<file path="src/rtl/ahb_slave_port_mux_if.sv">
// ahb_slave_port_mux_if: bundles the per-master request side, the slave response side
// and the mux status outputs of one AHB slave port.
`default_nettype none

interface ahb_slave_port_mux_if #(
    parameter int NUM_MASTERS = 2,
    parameter int DATA_WIDTH  = 32,
    parameter int ADDR_WIDTH  = 32
);
    logic [NUM_MASTERS-1:0][1:0]            i_htrans;
    logic [NUM_MASTERS-1:0]                 i_hwrite;
    logic [NUM_MASTERS-1:0][2:0]            i_hsize;
    logic [NUM_MASTERS-1:0][ADDR_WIDTH-1:0] i_haddr;
    logic [NUM_MASTERS-1:0][DATA_WIDTH-1:0] i_hwdata;
    logic [NUM_MASTERS-1:0]                 i_hselx;
    logic [NUM_MASTERS-1:0]                 bus_grant;
    logic                                   i_s_hreadyout;
    logic                                   i_s_hresp;
    logic [DATA_WIDTH-1:0]                  i_s_hrdata;

    logic [1:0]                             o_htrans;
    logic                                   o_hwrite;
    logic [2:0]                             o_hsize;
    logic [ADDR_WIDTH-1:0]                  o_haddr;
    logic [DATA_WIDTH-1:0]                  o_hwdata;
    logic                                   o_hselx;
    logic                                   o_hready;
    logic [NUM_MASTERS-1:0]                 o_m_hready;
    logic [NUM_MASTERS-1:0]                 o_m_hresp;
    logic [NUM_MASTERS-1:0][DATA_WIDTH-1:0] o_m_hrdata;
    logic                                   o_grant_err;
    logic [NUM_MASTERS-1:0][15:0]           o_xfer_cnt;

    // Mux-side view: consumes masters/slave/arbiter, drives the slave bus and responses.
    modport slave (
        input  i_htrans, i_hwrite, i_hsize, i_haddr, i_hwdata, i_hselx, bus_grant,
        input  i_s_hreadyout, i_s_hresp, i_s_hrdata,
        output o_htrans, o_hwrite, o_hsize, o_haddr, o_hwdata, o_hselx, o_hready,
        output o_m_hready, o_m_hresp, o_m_hrdata, o_grant_err, o_xfer_cnt
    );

    modport master (
        output i_htrans, i_hwrite, i_hsize, i_haddr, i_hwdata, i_hselx, bus_grant,
        output i_s_hreadyout, i_s_hresp, i_s_hrdata,
        input  o_htrans, o_hwrite, o_hsize, o_haddr, o_hwdata, o_hselx, o_hready,
        input  o_m_hready, o_m_hresp, o_m_hrdata, o_grant_err, o_xfer_cnt
    );
endinterface

`default_nettype wire

</file>
<file path="src/rtl/ahb_slave_port_mux.sv">
// ahb_slave_port_mux: routes granted master address/data phases onto one AHB slave port.
// Optional macro SLAVE_MUX_XFER_CNT_EN enables per-master saturating transfer counters.
`default_nettype none

module ahb_slave_port_mux #(
    parameter int NUM_MASTERS = 2,
    parameter int DATA_WIDTH  = 32,
    parameter int ADDR_WIDTH  = 32
) (
    input  logic               i_clk,
    input  logic               i_rst_n,
    ahb_slave_port_mux_if.slave bus
);
    localparam int OWN_W = (NUM_MASTERS > 1) ? $clog2(NUM_MASTERS) : 1;

    typedef enum logic [0:0] {
        ST_IDLE = 1'b0,
        ST_DATA = 1'b1
    } state_t;

    state_t           r_state;
    logic [OWN_W-1:0] r_data_owner;
    logic             r_grant_err;
    logic [OWN_W-1:0] w_addr_owner;
    logic             w_addr_any;
    logic             w_multi_grant;
    logic             w_accept;

    // Descending scan so the lowest granted index wins.
    always_comb begin
        w_addr_owner = '0;
        for (int i = NUM_MASTERS - 1; i >= 0; i--) begin
            if (bus.bus_grant[i]) w_addr_owner = OWN_W'(i);
        end
    end

    assign w_addr_any    = |bus.bus_grant;
    assign w_multi_grant = (bus.bus_grant & (bus.bus_grant - NUM_MASTERS'(1))) != '0;

    always_comb begin
        bus.o_htrans = 2'b00;
        bus.o_hwrite = 1'b0;
        bus.o_hsize  = 3'b000;
        bus.o_haddr  = '0;
        bus.o_hselx  = 1'b0;
        if (w_addr_any) begin
            bus.o_htrans = bus.i_htrans[w_addr_owner];
            bus.o_hwrite = bus.i_hwrite[w_addr_owner];
            bus.o_hsize  = bus.i_hsize[w_addr_owner];
            bus.o_haddr  = bus.i_haddr[w_addr_owner];
            bus.o_hselx  = bus.i_hselx[w_addr_owner];
        end
    end

    assign bus.o_hready    = bus.i_s_hreadyout;
    assign bus.o_grant_err = r_grant_err;
    assign w_accept = bus.i_s_hreadyout & w_addr_any & bus.o_hselx & bus.o_htrans[1];

    always_comb begin
        bus.o_hwdata   = '0;
        bus.o_m_hready = '1;
        bus.o_m_hresp  = '0;
        bus.o_m_hrdata = '0;
        if (r_state == ST_DATA) begin
            bus.o_hwdata                 = bus.i_hwdata[r_data_owner];
            bus.o_m_hready[r_data_owner] = bus.i_s_hreadyout;
            bus.o_m_hresp[r_data_owner]  = bus.i_s_hresp;
            bus.o_m_hrdata[r_data_owner] = bus.i_s_hrdata;
        end
    end

    // Everything but the sticky error freezes while the slave inserts wait states.
    always_ff @(posedge i_clk or negedge i_rst_n) begin
        if (!i_rst_n) begin
            r_state      <= ST_IDLE;
            r_data_owner <= '0;
            r_grant_err  <= 1'b0;
        end else begin
            if (w_multi_grant) r_grant_err <= 1'b1;
            if (bus.i_s_hreadyout) begin
                if (w_accept) begin
                    r_state      <= ST_DATA;
                    r_data_owner <= w_addr_owner;
                end else begin
                    r_state <= ST_IDLE;
                end
            end
        end
    end

`ifdef SLAVE_MUX_XFER_CNT_EN
    logic [NUM_MASTERS-1:0][15:0] r_xfer_cnt;

    always_ff @(posedge i_clk or negedge i_rst_n) begin
        if (!i_rst_n) begin
            r_xfer_cnt <= '0;
        end else if (r_state == ST_DATA && bus.i_s_hreadyout && !bus.i_s_hresp &&
                     r_xfer_cnt[r_data_owner] != 16'hFFFF) begin
            r_xfer_cnt[r_data_owner] <= r_xfer_cnt[r_data_owner] + 16'd1;
        end
    end

    assign bus.o_xfer_cnt = r_xfer_cnt;
`else
    assign bus.o_xfer_cnt = '0;
`endif

endmodule

`default_nettype wire

</file>
<file path="src/flat_wrapper.sv">
// flat-port wrapper written by rule: the top's interface ports become plain ports
module ahb_slave_port_mux_flat 
#(
    parameter int NUM_MASTERS = 2,
    parameter int DATA_WIDTH  = 32,
    parameter int ADDR_WIDTH  = 32
)
  (i_clk, i_rst_n, bus_i_htrans, bus_i_hwrite, bus_i_hsize, bus_i_haddr, bus_i_hwdata, bus_i_hselx, bus_bus_grant, bus_i_s_hreadyout, bus_i_s_hresp, bus_i_s_hrdata, bus_o_htrans, bus_o_hwrite, bus_o_hsize, bus_o_haddr, bus_o_hwdata, bus_o_hselx, bus_o_hready, bus_o_m_hready, bus_o_m_hresp, bus_o_m_hrdata, bus_o_grant_err, bus_o_xfer_cnt);
  ahb_slave_port_mux_if #(.NUM_MASTERS(NUM_MASTERS), .DATA_WIDTH(DATA_WIDTH), .ADDR_WIDTH(ADDR_WIDTH)) bus_i ();
  input  logic i_clk;
  input  logic i_rst_n;
  input wire logic [$bits(bus_i.i_htrans)-1:0] bus_i_htrans;
  input wire logic [$bits(bus_i.i_hwrite)-1:0] bus_i_hwrite;
  input wire logic [$bits(bus_i.i_hsize)-1:0] bus_i_hsize;
  input wire logic [$bits(bus_i.i_haddr)-1:0] bus_i_haddr;
  input wire logic [$bits(bus_i.i_hwdata)-1:0] bus_i_hwdata;
  input wire logic [$bits(bus_i.i_hselx)-1:0] bus_i_hselx;
  input wire logic [$bits(bus_i.bus_grant)-1:0] bus_bus_grant;
  input wire logic [$bits(bus_i.i_s_hreadyout)-1:0] bus_i_s_hreadyout;
  input wire logic [$bits(bus_i.i_s_hresp)-1:0] bus_i_s_hresp;
  input wire logic [$bits(bus_i.i_s_hrdata)-1:0] bus_i_s_hrdata;
  output wire logic [$bits(bus_i.o_htrans)-1:0] bus_o_htrans;
  output wire logic [$bits(bus_i.o_hwrite)-1:0] bus_o_hwrite;
  output wire logic [$bits(bus_i.o_hsize)-1:0] bus_o_hsize;
  output wire logic [$bits(bus_i.o_haddr)-1:0] bus_o_haddr;
  output wire logic [$bits(bus_i.o_hwdata)-1:0] bus_o_hwdata;
  output wire logic [$bits(bus_i.o_hselx)-1:0] bus_o_hselx;
  output wire logic [$bits(bus_i.o_hready)-1:0] bus_o_hready;
  output wire logic [$bits(bus_i.o_m_hready)-1:0] bus_o_m_hready;
  output wire logic [$bits(bus_i.o_m_hresp)-1:0] bus_o_m_hresp;
  output wire logic [$bits(bus_i.o_m_hrdata)-1:0] bus_o_m_hrdata;
  output wire logic [$bits(bus_i.o_grant_err)-1:0] bus_o_grant_err;
  output wire logic [$bits(bus_i.o_xfer_cnt)-1:0] bus_o_xfer_cnt;
  assign bus_i.i_htrans = bus_i_htrans;
  assign bus_i.i_hwrite = bus_i_hwrite;
  assign bus_i.i_hsize = bus_i_hsize;
  assign bus_i.i_haddr = bus_i_haddr;
  assign bus_i.i_hwdata = bus_i_hwdata;
  assign bus_i.i_hselx = bus_i_hselx;
  assign bus_i.bus_grant = bus_bus_grant;
  assign bus_i.i_s_hreadyout = bus_i_s_hreadyout;
  assign bus_i.i_s_hresp = bus_i_s_hresp;
  assign bus_i.i_s_hrdata = bus_i_s_hrdata;
  assign bus_o_htrans = bus_i.o_htrans;
  assign bus_o_hwrite = bus_i.o_hwrite;
  assign bus_o_hsize = bus_i.o_hsize;
  assign bus_o_haddr = bus_i.o_haddr;
  assign bus_o_hwdata = bus_i.o_hwdata;
  assign bus_o_hselx = bus_i.o_hselx;
  assign bus_o_hready = bus_i.o_hready;
  assign bus_o_m_hready = bus_i.o_m_hready;
  assign bus_o_m_hresp = bus_i.o_m_hresp;
  assign bus_o_m_hrdata = bus_i.o_m_hrdata;
  assign bus_o_grant_err = bus_i.o_grant_err;
  assign bus_o_xfer_cnt = bus_i.o_xfer_cnt;
  ahb_slave_port_mux #(.NUM_MASTERS(NUM_MASTERS), .DATA_WIDTH(DATA_WIDTH), .ADDR_WIDTH(ADDR_WIDTH)) u_core (.i_clk(i_clk), .i_rst_n(i_rst_n), .bus(bus_i));
endmodule
</file>
<file path="config.mk">
export PLATFORM = sky130hd
export DESIGN_NAME = ahb_slave_port_mux_flat
export DESIGN_NICKNAME = d
export VERILOG_FILES = /design/src/rtl/ahb_slave_port_mux_if.sv /design/src/rtl/ahb_slave_port_mux.sv /design/src/flat_wrapper.sv
export SDC_FILE = /design/constraint.sdc
export NUM_CORES = 1
export LEC_CHECK = 0
export ABC_CLOCK_PERIOD_IN_PS = 1300
export CAP_MARGIN = 20
export CORE_AREA = 5 5 136 138
export DETAILED_ROUTE_END_ITERATION = 8
export DIE_AREA = 0 0 141 143
export PLACE_DENSITY = 0.62
export SLEW_MARGIN = 15
export SYNTH_ARGS = -nofsm -noshare
export SYNTH_HDL_FRONTEND = slang
export SYNTH_SLANG_ARGS = --single-unit
</file>
<file path="constraint.sdc">
create_clock -name i_clk -period 1.3 [get_ports i_clk]
set_clock_uncertainty 0.15 [all_clocks]
set_input_delay 0.325 -clock i_clk [delete_from_list [all_inputs] [get_ports i_clk]]
set_output_delay 0.325 -clock i_clk [all_outputs]
set_load 0.02 [all_outputs]
</file>
Word-level counts from Yosys, hierarchy flattened
Cells that the tools add are included.

Register bits after elaboration: 3. Output and inout port bits: 173. Logic and storage cells: 47.

Add/subtract/negate cells: 1. Magnitude comparators: 3. Muxes and demuxes: 28. Bitwise gates (word level): 8. Reduce and logical (&&, ||, !) cells: 4.

Operators with widths (count): 32-bit 2-to-1 mux (7); 64-bit bitwise AND (1); 64-bit 2-to-1 mux (1); 32-bit demux with 1-bit select (1); 1-bit 2-to-1 mux (10); 2-bit 2-to-1 mux (5); 3-bit 2-to-1 mux (3); 2-bit bitwise AND (2); 1-bit by 2-bit less-than comparator with 1-bit output (second input constant) (2); 1-bit bitwise AND (3); 2-bit NOT (1); 2-bit bitwise OR (1); 2-bit AND reduction (1); 2-bit nonzero test (1); 2-bit OR reduction (1); 2-bit by 1-bit subtractor with 2-bit output (second input constant) (1); 1-bit demux with 1-bit select (1); 1-bit >= comparator (second input constant) (1); 1-bit logical AND (1).

Depth between registers and ports, before layout
Depth in word-level cells: 8. Mapped depth: 5. Mapped depth without buffers: 2.

Worst setup path after synthesis
No wires, ideal clock.

Path kind: register -> output. Start: reg u_core.r_data_owner. End: out bus_o_hwdata[28]. Arrival: 1.081 ns. Data required time: 0.825 ns. Slack: -0.256 ns. Cell stages (with the launch flop): 5. Path buffers: 2. Cells stage by stage: dfrtp_1 -> buf_4 -> buf_4 -> mux2i_1 -> nor2b_1.

Longest elaborated chain between the ends: 3.

RTL lines: start: declaration (line ahb_slave_port_mux.sv:22) `logic [OWN_W-1:0] r_data_owner;`; start signal: assignment (line ahb_slave_port_mux.sv:83) `r_data_owner <= w_addr_owner;`; 32-bit 2-to-1 mux (implied by the code) (2 in series) (line ahb_slave_port_mux.sv:65) `bus.o_hwdata = bus.i_hwdata[r_data_owner];`; 32-bit 2-to-1 mux (line ahb_slave_port_mux.sv:64) `if (r_state == ST_DATA) begin`; end: declaration (line flat_wrapper.sv:26) `output wire logic [$bits(bus_i.o_hwdata)-1:0] bus_o_hwdata;`.

Every way passes these cells. The select of a mux whose other input is x is not followed.

Final worst setup path
Start: reg u_core.r_data_owner. End: out bus_o_hwdata[29].

The elaborated chain is that of the path after synthesis.

==> results.toml <==
[pwr]
power_density_nw_per_um2 = 543
switching_share_pct = 36.8
p_switching_mw = 1.35
power.share.clock_pct = 13.3
p_int_mw = 2.31
power.leakage_nw = 3.01
ir_drop_mv = 0.247
p_comb_share_pct = 82.8
seq_power_share_pct = 3.9

[critical_path]
crit_type = "reg -> out"
worstSetupEndpointType = "output port"
crit_required_ps = 820
crit_slowest_cell = "dfrtp_4"
crit_chain = "buf_12 > buf_6 > mux2i_4 > nor2b_2 > buf_6"
crit_buf_inv = 3
start_kind = "register"
cp_top_family = "flip-flops"
reg2reg_to = "u_core.r_data_owner"
reg2reg_depth = 2
r2r_start = "u_core.r_data_owner"
reg2reg_slack_ps = 140
cp.depth = 5
max_stage_delay_ps = 560
worst_path_most_repeated_cell = "buf_6"
crit_arrival_ps = 1500
cp_max_fo = 7

[floorplanning]
io-pin-count = 353
die_w_um = 141
coreArea_um2 = 17100
die_area_um2 = 20200
die_height_um = 143
row_count = 48
initial_utilization_pct = 11.0

[timing]
rsz0062_at_grt = "yes"
period_share_pct = 152
layout_setup_ws_ps = -676
fmax_mhz = 506
setup_violations = 139
hold_ws_ps = 151
slew_viol_final = 0
min_period_ps = 1980
hold_violations = 0

[status]
violations = "negative setup slack"
status = "finished with violations"

[clock_network]
clk_latency_ps = 220
clock_sinks = 3
clk_pin_slew_worst_paths_ps = 30
root_buffer = "clkbuf_16"
cts_max_path_buffers = 2
htreeDepth = 1
cts_made_buffers = 3
cts-hold-fix-buffers = 0
cts_tree = "built"

[yosys]
synth_top_area_share_pct = 17.7
synth_area_leader_cell = "a22o_1"
synthCells = 245
ys_async_sr_fraction_pct = 100
avgSynthCellArea_um2 = 7.66
synth_edf_count = 0
yosysWarnings = 0
ys_seq_area_share_pct = 4.00
mappedNetlistArea_um2 = 1880
synth_area_leaders = "a22o_1 (18%), mux2i_1 (17%), buf_4 (15%)"
synth_seq_cells = 3
synth_ff_type = "dfrtp_1"
synth_cell_types = 20

[route]
drt-pass1-iter-count = 4
drc = 0
ant_nets = 0
drtIter0Drc = 59
wl_per_cell_um = 17.5
vias_per_cell = 3.85
vias = 3180
wirelength_um = 14500

[placement]
dp.cells = 781
dpl.hpwl_um = 11000
gp_congestion = 0.805
dpl_worst_slack_ps = -1190
postPlaceCellArea_um2 = 5890
numPortBuffers = 320

[grt]
grt_pass1_wl_um = 19900
grt_overflow = 0
grt_pass1_vias = 3565
grt_max_degree = 40
grt_antenna_before_repair = 0
grtUsageTotal_pct = 12.6

[finish]
postLayoutCellArea_um2 = 6740
syn_to_final_growth_pct = 259
diodes = 0
drive_gt1_share_pct = 59.1
utilization_pct = 39.5
nNetsFinal = 783
instances_no_fill = 827

[run]
max_cap_violations = 0

[hold_path]
min_path_type = "in -> async"
-- state kept, by name, indices dropped and copies added, names as in the netlist --
signal and flops:
u_core.bus.o_grant_err 1, u_core.r_data_owner 1, u_core.r_state 1
-- cells in the mapped netlist, types with 2 or more instances --
| master | count |
|---|---|
| a22o_1 | 38 |
| and2_1 | 33 |
| and3_1 | 33 |
| buf_2 | 11 |
| buf_4 | 38 |
| buf_6 | 7 |
| clkbuf_1 | 4 |
| dfrtp_1 | 3 |
| mux2i_1 | 32 |
| nand2_1 | 2 |
| nand2b_1 | 2 |
| nand4_1 | 2 |
| nor2b_1 | 32 |
| nor2b_4 | 2 |
-- kinds of logic after synthesis --
logic type / Yosys count / share of synthesized area, %
AO/OA/AOI/OAI: 42 / 19.3
other: 1 / 0.200
AND/OR/NAND/NOR: 107 / 36.3
buffers and inverters: 60 / 23.1
multiplexers: 32 / 17.1
flip-flops: 3 / 4.00
-- through the flow --
stage,power [mW],TNS (ps)
global placement,2.60,-124560
finish,3.66,-71830
CTS,3.41,-77450
floorplan,1.49,-17760
detailed placement,2.63,-125130
global route,3.84,-77260
-- placed cells by master (no fill, tap or decap), drive strengths merged, types with 8 or more instances in the layout --
master / instances
buf: 199
clkdlybuf4s50: 165
a22o: 38
nor2b: 34
and3: 33
and2: 33
conb: 32
mux2i: 32
clkbuf: 11
dlygate4sd2: 8
-- power by group through the flow --
stage	Sequential, mW	Clock, mW	Combinational [mW]
6_report	0.142	0.488	3.03
5_1_grt	0.146	0.506	3.18
4_1_cts	0.137	0.493	2.78
3_5_place_dp	0.141	0	2.49
3_3_place_gp	0.142	0	2.46
2_1_floorplan	0.108	0	1.39
-- repair_timing --
| action | 4_1_cts | 5_1_grt |
|---|---|---|
| setup endpoints to repair | 143 | 143 |
| resized for setup | 685 | 198 |
| gates cloned | 10 | 4 |
| setup buffers | 13 | 21 |
| pin swaps | 7 | 33 |
| hold endpoints to repair | 0 | 0 |
-- layout make-up --
class,count,area (um2)
clock buffer,4,78.8
fill,1635,10300
multi-input combinational,213,2150
sequential,3,80.1
tap,225,282
timing repair buffer,382,4150
-- how the worst max path moves through the flow --
stage / to / slack (ps) / from
2_1_floorplan: bus_o_hwdata[10] / -150 / u_core.r_data_owner
3_3_place_gp: bus_o_haddr[0] / -1150 / bus_bus_grant[1]
3_5_place_dp: bus_o_haddr[0] / -1190 / bus_bus_grant[1]
4_1_cts: bus_o_hwdata[22] / -750 / u_core.r_data_owner
5_1_grt: bus_o_hwdata[29] / -730 / u_core.r_data_owner
6_report: bus_o_hwdata[29] / -680 / u_core.r_data_owner
-- layer usage --
layer,up-vias,share of wire [%],global-route usage (%)
met1,1459,34,12.8
met3,19,7.9,3.28
met2,188,56,25.2
met5,-,0,0
li1,1514,-,-
met4,0,2.0,3.47
(Power assumes the default switching activity.)
